===== src/rtl/mdiv_unit_if.sv =====
// Launch/result bundle between the execute stage and the iterative multiply/divide unit.
// The master side issues operations; the slave side returns BUSY and the HI/LO registers.
interface mdiv_unit_if #(parameter int XLEN = 32);
  logic            start;
  logic [2:0]      op;
  logic [XLEN-1:0] src_a;
  logic [XLEN-1:0] src_b;
  logic            busy;
  logic [XLEN-1:0] hi;
  logic [XLEN-1:0] lo;

  modport master (output start, op, src_a, src_b, input busy, hi, lo);
  modport slave  (input start, op, src_a, src_b, output busy, hi, lo);
endinterface


===== src/rtl/mdiv_unit.sv =====
// Iterative multiply/divide unit with HI/LO registers on a shared 2*XLEN shift register.
// Optional MDIV_FAST_MUL_EN: single-cycle multiply written at the START edge; divide stays iterative.
module mdiv_unit #(
  parameter int XLEN = 32
) (
  input  logic        clk,
  input  logic        rst_n,
  mdiv_unit_if.slave  bus
);
  localparam int CW = $clog2(XLEN);

  localparam logic [2:0] OP_MTHI = 3'b100;
  localparam logic [2:0] OP_MTLO = 3'b101;

  typedef enum logic [1:0] {IDLE, MUL, DIV, FIX} state_t;

  state_t            state_q, state_d;
  logic [CW-1:0]     cnt_q, cnt_d;
  logic [2*XLEN-1:0] acc_q, acc_d;
  logic [XLEN-1:0]   dvs_q, dvs_d;
  logic [XLEN-1:0]   a_raw_q, a_raw_d;
  logic              neg_res_q, neg_res_d;
  logic              neg_rem_q, neg_rem_d;
  logic              dz_q, dz_d;
  logic              is_div_q, is_div_d;
  logic              busy_q;
  logic [XLEN-1:0]   hi_q, hi_d;
  logic [XLEN-1:0]   lo_q, lo_d;

  // Operand conditioning at launch: magnitudes plus the sign flags that FIX reapplies.
  logic            mt_go, md_go, is_signed, sign_a, sign_b;
  logic [XLEN-1:0] mag_a, mag_b;

  assign mt_go     = bus.start && (bus.op == OP_MTHI || bus.op == OP_MTLO);
  assign md_go     = bus.start && !bus.op[2];
  assign is_signed = !bus.op[0];
  assign sign_a    = is_signed && bus.src_a[XLEN-1];
  assign sign_b    = is_signed && bus.src_b[XLEN-1];
  assign mag_a     = sign_a ? -bus.src_a : bus.src_a;
  assign mag_b     = sign_b ? -bus.src_b : bus.src_b;

`ifdef MDIV_FAST_MUL_EN
  logic [2*XLEN-1:0] fast_raw, fast_prod;
  assign fast_raw  = {{XLEN{1'b0}}, mag_a} * {{XLEN{1'b0}}, mag_b};
  assign fast_prod = (sign_a ^ sign_b) ? -fast_raw : fast_raw;
`endif

  logic [XLEN:0]     mul_sum;
  logic [XLEN:0]     div_rem;
  logic [XLEN:0]     div_trial;
  logic [2*XLEN-1:0] prod;

  // NOTE: every signal assigned in this block gets a default first, so no path can infer a latch.
  always_comb begin
    state_d   = state_q;
    cnt_d     = cnt_q;
    acc_d     = acc_q;
    dvs_d     = dvs_q;
    a_raw_d   = a_raw_q;
    neg_res_d = neg_res_q;
    neg_rem_d = neg_rem_q;
    dz_d      = dz_q;
    is_div_d  = is_div_q;
    hi_d      = hi_q;
    lo_d      = lo_q;
    mul_sum   = '0;
    div_rem   = '0;
    div_trial = '0;
    prod      = '0;

    if (mt_go) begin
      // A move-to aborts any in-flight op so a later FIX cannot clobber it.
      if (bus.op == OP_MTHI) hi_d = bus.src_a;
      else                   lo_d = bus.src_a;
      state_d = IDLE;
    end else if (md_go) begin
      state_d   = bus.op[1] ? DIV : MUL;
      cnt_d     = CW'(XLEN-1);
      acc_d     = {{XLEN{1'b0}}, mag_a};
      dvs_d     = mag_b;
      a_raw_d   = bus.src_a;
      neg_res_d = sign_a ^ sign_b;
      neg_rem_d = sign_a;
      dz_d      = bus.op[1] && (bus.src_b == '0);
      is_div_d  = bus.op[1];
`ifdef MDIV_FAST_MUL_EN
      if (!bus.op[1]) begin
        hi_d    = fast_prod[2*XLEN-1:XLEN];
        lo_d    = fast_prod[XLEN-1:0];
        state_d = IDLE;
      end
`endif
    end else begin
      case (state_q)
        MUL: begin
          mul_sum = {1'b0, acc_q[2*XLEN-1:XLEN]}
                  + {1'b0, (acc_q[0] ? dvs_q : {XLEN{1'b0}})};
          acc_d   = {mul_sum, acc_q[XLEN-1:1]};
        end
        DIV: begin
          div_rem   = acc_q[2*XLEN-1:XLEN-1];
          div_trial = div_rem - {1'b0, dvs_q};
          if (!div_trial[XLEN]) acc_d = {div_trial[XLEN-1:0], acc_q[XLEN-2:0], 1'b1};
          else                  acc_d = {div_rem[XLEN-1:0], acc_q[XLEN-2:0], 1'b0};
        end
        FIX: begin
          if (is_div_q) begin
            if (dz_q) begin
              lo_d = '1;
              hi_d = a_raw_q;
            end else begin
              lo_d = neg_res_q ? -acc_q[XLEN-1:0] : acc_q[XLEN-1:0];
              hi_d = neg_rem_q ? -acc_q[2*XLEN-1:XLEN] : acc_q[2*XLEN-1:XLEN];
            end
          end else begin
            prod = neg_res_q ? -acc_q : acc_q;
            hi_d = prod[2*XLEN-1:XLEN];
            lo_d = prod[XLEN-1:0];
          end
          state_d = IDLE;
        end
        default: ;
      endcase

      if (state_q == MUL || state_q == DIV) begin
        if (cnt_q == '0) state_d = FIX;
        else             cnt_d   = cnt_q - 1'b1;
      end
    end
  end

  // NOTE: sequential state uses non-blocking assignments and clears asynchronously on rst_n low.
  always_ff @(posedge clk or negedge rst_n) begin
    if (!rst_n) begin
      state_q   <= IDLE;
      cnt_q     <= '0;
      acc_q     <= '0;
      dvs_q     <= '0;
      a_raw_q   <= '0;
      neg_res_q <= 1'b0;
      neg_rem_q <= 1'b0;
      dz_q      <= 1'b0;
      is_div_q  <= 1'b0;
      busy_q    <= 1'b0;
      hi_q      <= '0;
      lo_q      <= '0;
    end else begin
      state_q   <= state_d;
      cnt_q     <= cnt_d;
      acc_q     <= acc_d;
      dvs_q     <= dvs_d;
      a_raw_q   <= a_raw_d;
      neg_res_q <= neg_res_d;
      neg_rem_q <= neg_rem_d;
      dz_q      <= dz_d;
      is_div_q  <= is_div_d;
      busy_q    <= (state_d != IDLE);
      hi_q      <= hi_d;
      lo_q      <= lo_d;
    end
  end

  assign bus.busy = busy_q;
  assign bus.hi   = hi_q;
  assign bus.lo   = lo_q;
endmodule


===== src/flat_wrapper.sv =====
// flat-port wrapper written by rule: the top's interface ports become plain ports
module mdiv_unit_flat 
#(
  parameter int XLEN = 32
)
  (clk, rst_n, bus_start, bus_op, bus_src_a, bus_src_b, bus_busy, bus_hi, bus_lo);
  mdiv_unit_if #(.XLEN(XLEN)) bus_i ();
  input  logic clk;
  input  logic rst_n;
  input wire logic [$bits(bus_i.start)-1:0] bus_start;
  input wire logic [$bits(bus_i.op)-1:0] bus_op;
  input wire logic [$bits(bus_i.src_a)-1:0] bus_src_a;
  input wire logic [$bits(bus_i.src_b)-1:0] bus_src_b;
  output wire logic [$bits(bus_i.busy)-1:0] bus_busy;
  output wire logic [$bits(bus_i.hi)-1:0] bus_hi;
  output wire logic [$bits(bus_i.lo)-1:0] bus_lo;
  assign bus_i.start = bus_start;
  assign bus_i.op = bus_op;
  assign bus_i.src_a = bus_src_a;
  assign bus_i.src_b = bus_src_b;
  assign bus_busy = bus_i.busy;
  assign bus_hi = bus_i.hi;
  assign bus_lo = bus_i.lo;
  mdiv_unit #(.XLEN(XLEN)) u_core (.clk(clk), .rst_n(rst_n), .bus(bus_i));
endmodule

===== config.mk =====
export PLATFORM = sky130hd
export DESIGN_NAME = mdiv_unit_flat
export DESIGN_NICKNAME = d
export VERILOG_FILES = /design/src/rtl/mdiv_unit_if.sv /design/src/rtl/mdiv_unit.sv /design/src/flat_wrapper.sv
export SDC_FILE = /design/constraint.sdc
export NUM_CORES = 1
export LEC_CHECK = 0
export BUFFER_PORTS_ARGS = -buffer_cell sky130_fd_sc_hd__buf_2
export CORE_ASPECT_RATIO = 0.5
export CORE_MARGIN = 5
export CORE_UTILIZATION = 41
export DETAILED_ROUTE_END_ITERATION = 10
export GPL_TIMING_DRIVEN = 0
export PLACE_DENSITY = 0.57
export SLEW_MARGIN = 20
export SYNTH_ARGS = -nofsm -noshare
export SYNTH_HDL_FRONTEND = slang
export SYNTH_SLANG_ARGS = --single-unit

===== constraint.sdc =====
create_clock -name clk -period 4.9 [get_ports clk]
set_input_delay 1.47 -clock clk [delete_from_list [all_inputs] [get_ports clk]]
set_output_delay 1.47 -clock clk [all_outputs]
set_load 0.01 [all_outputs]

==> impl_metrics.csv <==
group,metric,value,unit
run_status,status,"finished, final reports clean",
finish,layout.area.seq,5100,um2
timing,post-route-period-util,0.944,
critical_path,crit_top_cell,"clkbuf_1",
placement,place_ws,-48.7,ps
placement,port_buffers,124,
finish,drive_gt1_frac,0.0873,
clocking,cts_buffers,22,
routing,drc,0,
power,vdd_drop_max,0.366,mV
logic_synthesis,syn_inst,2139,
grt,grt-ovfl-total,0,
placement,gp_congestion,0.995,
power,power.density,568,nW/um2
floorplanning,core,39300,um2
floorplanning,num_rows,51,
logic_synthesis,synth_warnings,0,
grt,grt_max_degree,93,
floorplanning,ios,135,
finish,fillers,4079,
timing,worst_clock_skew,34.4,ps
timing,rsz0062_at_grt,"no",
critical_path,startpoint_type,"register",
run,max-cap-violations,0,
min_path,hold_class,"reg2reg",
floorplanning,die_area,44600,um2
timing,finalMaxSlewViolations,0,
clocking,cts.path.max_buffers,3,
routing,vias,17100,
critical_path,crit_family,"compound AO/OA/AOI/OAI gates",
routing,dr.pass1.iters,6,
logic_synthesis,synth.avg_cell_area,7.71,um2
logic_synthesis,synth_cell_types,71,
grt,track_usage,0.291,
timing,finalWorstSetupSlack,277,ps
routing,wirelength,66500,um
critical_path,path_class,"reg2reg",
finish,area_growth,12.5,%
logic_synthesis,synth-main-ff-cell,"dfrtp_1",
critical_path,worstPathRequired,5350,ps
grt,antenna_found_initial,2,
finish,multi_input_area,10500,um2
routing,vias_per_cell,6.03,
clocking,post_cts_buffers,0,
critical_path,slowest_stage,"o41ai_1",
logic_synthesis,synth-seq-cells,204,
timing,finalHoldViolations,0,
routing,ant_nets,0,
critical_path,path_buf_inv,3,
grt,met2_usage,0.452,
critical_path,crit_chain,"inv_1 -> clkbuf_1 -> ha_1 -> nand2b_1 -> or4_1 -> or2_2 -> clkbuf_1 -> a211o_1 -> o41ai_1 -> xnor2_1 -> nand2_1 -> a211oi_1",
timing,slew-limit-headroom,0.184,
logic_synthesis,synth_edf_count,0,
timing,worst_pin_slew,1220,ps
logic_synthesis,synth_fp_nets,2283,
critical_path,crit_fanout,10,
floorplanning,die_h,152,um
timing,period_needed,4620,ps
floorplanning,initial_utilization,0.419,
clocking,cts_hold_buf,0,
timing,finalSetupViolCount,0,
placement,place_hpwl,51000,um
critical_path,crit_path_end_kind,"register",
routing,drtIter0Drc,1863,
power,p_leak,7.94,nW
grt,gr-usage-met3,0.0530,
logic_synthesis,synthArstFlopShare,1.00,
timing,hold_ws,471,ps
clocking,clkSinkCount,204,
finish,antennaDiodeCount,0,
critical_path,arrival,5080,ps
grt,gr-usage-met1,0.424,
power,power,10.5,mW
clocking,clock_latency,550,ps
clocking,cts_root_buf,"clkbuf_16",
logic_synthesis,ys_seq_area_frac,0.310,
routing,post_drt_wl_per_cell,23.5,um
clocking,tritoncts,"yes",
finish,fin_area,18500,um2
critical_path,slowest_delay,680,ps
finish,fin_nets,2432,
placement,place_area,17800,um2
logic_synthesis,syn-cell-area,16500,um2
grt,grt_pass1_wl,100000,um
clocking,cts_max_level,1,
grt,grt_pass1_vias,16100,
clocking,clkTransAtPathRegs,70,ps
grt,top_usage_layer,"met2",
floorplanning,die_x,294,um
timing,timing.fmax,216,MHz
[timing repair]
action,4_1_cts,5_1_grt
gates resized for setup,1,2
hold endpoints to repair,0,0
endpoints found under the setup margin,6,10
[metal layers]
| metal | part of all wire | vias to the layer above | routed length [um] |
|---|---|---|---|
| li1 | - | 7947 | - |
| met4 | 0.025 | 2 | 1670 |
| met3 | 0.097 | 118 | 6430 |
| met2 | 0.42 | 806 | 28200 |
| met5 | 0.00020 | - | 13 |
| met1 | 0.45 | 8192 | 30200 |
[final cells by class]
class | count | share of cell area
multi-input combinational | 1714 | 0.569
sequential | 204 | 0.275
timing repair buffer | 126 | 0.0370
tap | 530 | 0.0358
clock buffer | 32 | 0.0344
buffer | 144 | 0.0299
inverter | 76 | 0.0154
clock inverter | 6 | 0.00378
[power by group]
group	total [mW]	switching, mW	internal, mW
Clock	1.73	0.773	0.960
Sequential	2.89	0.669	2.22
Combinational	5.91	3.66	2.25
[cell families after synthesis]
family	after synthesis	synth area share
flip-flops	204	0.310
multiplexers	62	0.0385
AND/OR/NAND/NOR	721	0.197
AO/OA/AOI/OAI	681	0.253
XOR/XNOR	176	0.0935
buffers and inverters	221	0.0511
adder cells (fa/ha/maj)	74	0.0571
[cell usage in the layout, fill, tap and decap left out, drive strengths merged, types with 35 or more instances in the layout]
master,count
nor3,36
nor2,163
buf,145
dfrtp,204
mux2i,51
o31ai,35
ha,72
o21ai,232
xor2,69
nand2,335
a21oi,159
o22ai,45
clkbuf,157
inv,77
xnor2,107
[synthesized netlist by cell type (16+ instances only)]
master / n / area [um2]
a21o_1: 23 / 173
nor2_1: 163 / 612
a21oi_1: 159 / 796
nand3_1: 33 / 165
a22oi_1: 26 / 195
nor3_1: 36 / 180
nand2_1: 335 / 1260
or3_1: 20 / 125
o211ai_1: 19 / 143
ha_1: 72 / 901
xor2_1: 69 / 604
o41ai_1: 16 / 140
a211oi_1: 32 / 240
or4_1: 21 / 158
mux2i_1: 51 / 510
clkbuf_1: 126 / 473
o21ai_0: 229 / 1150
xnor2_1: 107 / 937
a31oi_1: 18 / 113
inv_1: 76 / 285
o22ai_1: 45 / 282
dfrtp_1: 204 / 5100
o31ai_1: 35 / 263
nand2b_1: 22 / 138
[path summary, 6_finish.rpt]
| path | startpoint | to | slack (ps) | depth (start not counted) |
|---|---|---|---|---|
| setup / recovery | u_core.acc_q[0] | u_core.bus.hi[28] | 280 | 12 |
| hold / removal | u_core.bus.lo[28] | u_core.bus.lo[28] | 470 | 2 |
| hold reg to reg | u_core.bus.lo[28] | u_core.bus.lo[28] | 470 | 2 |
| min in group asynchronous | rst_n | u_core.dvs_q[5] | 800 | 1 |
| max in group asynchronous | rst_n | u_core.bus.lo[7] | 2870 | 3 |
| setup reg to reg | u_core.acc_q[0] | u_core.bus.hi[28] | 280 | 12 |
[flip-flops by register name, summed over array words and instances, names as in the netlist]
name,cells
u_core.bus.lo,32
u_core.neg_rem_q,1
u_core.cnt_q,5
u_core.bus.hi,32
u_core.is_div_q,1
u_core.acc_q,64
u_core.state_q,2
u_core.dvs_q,32
u_core.neg_res_q,1
u_core.a_raw_q,32
u_core.bus.busy,1
u_core.dz_q,1
[metrics by stage]
stage | utilization | setup TNS [ps] | cells
finish | 0.472 | 0 | 2832
global route | 0.472 | 0 | 2832
CTS | 0.472 | 0 | 2833
detailed placement | 0.454 | -63.2 | 2795
global placement | 0.452 | -298320 | 2793
floorplan | - | 0 | 2139
[worst reg2reg max path, delay by kind of cell, from the launching register on]
family / cells / cell delay [ps]
simple gates: 4 / 1110
fa+ha+maj: 1 / 300
compound gates: 3 / 1310
buf+inv: 3 / 1110
flops: 1 / 530
xor+xnor: 1 / 190
(Power assumes the default switching activity.)
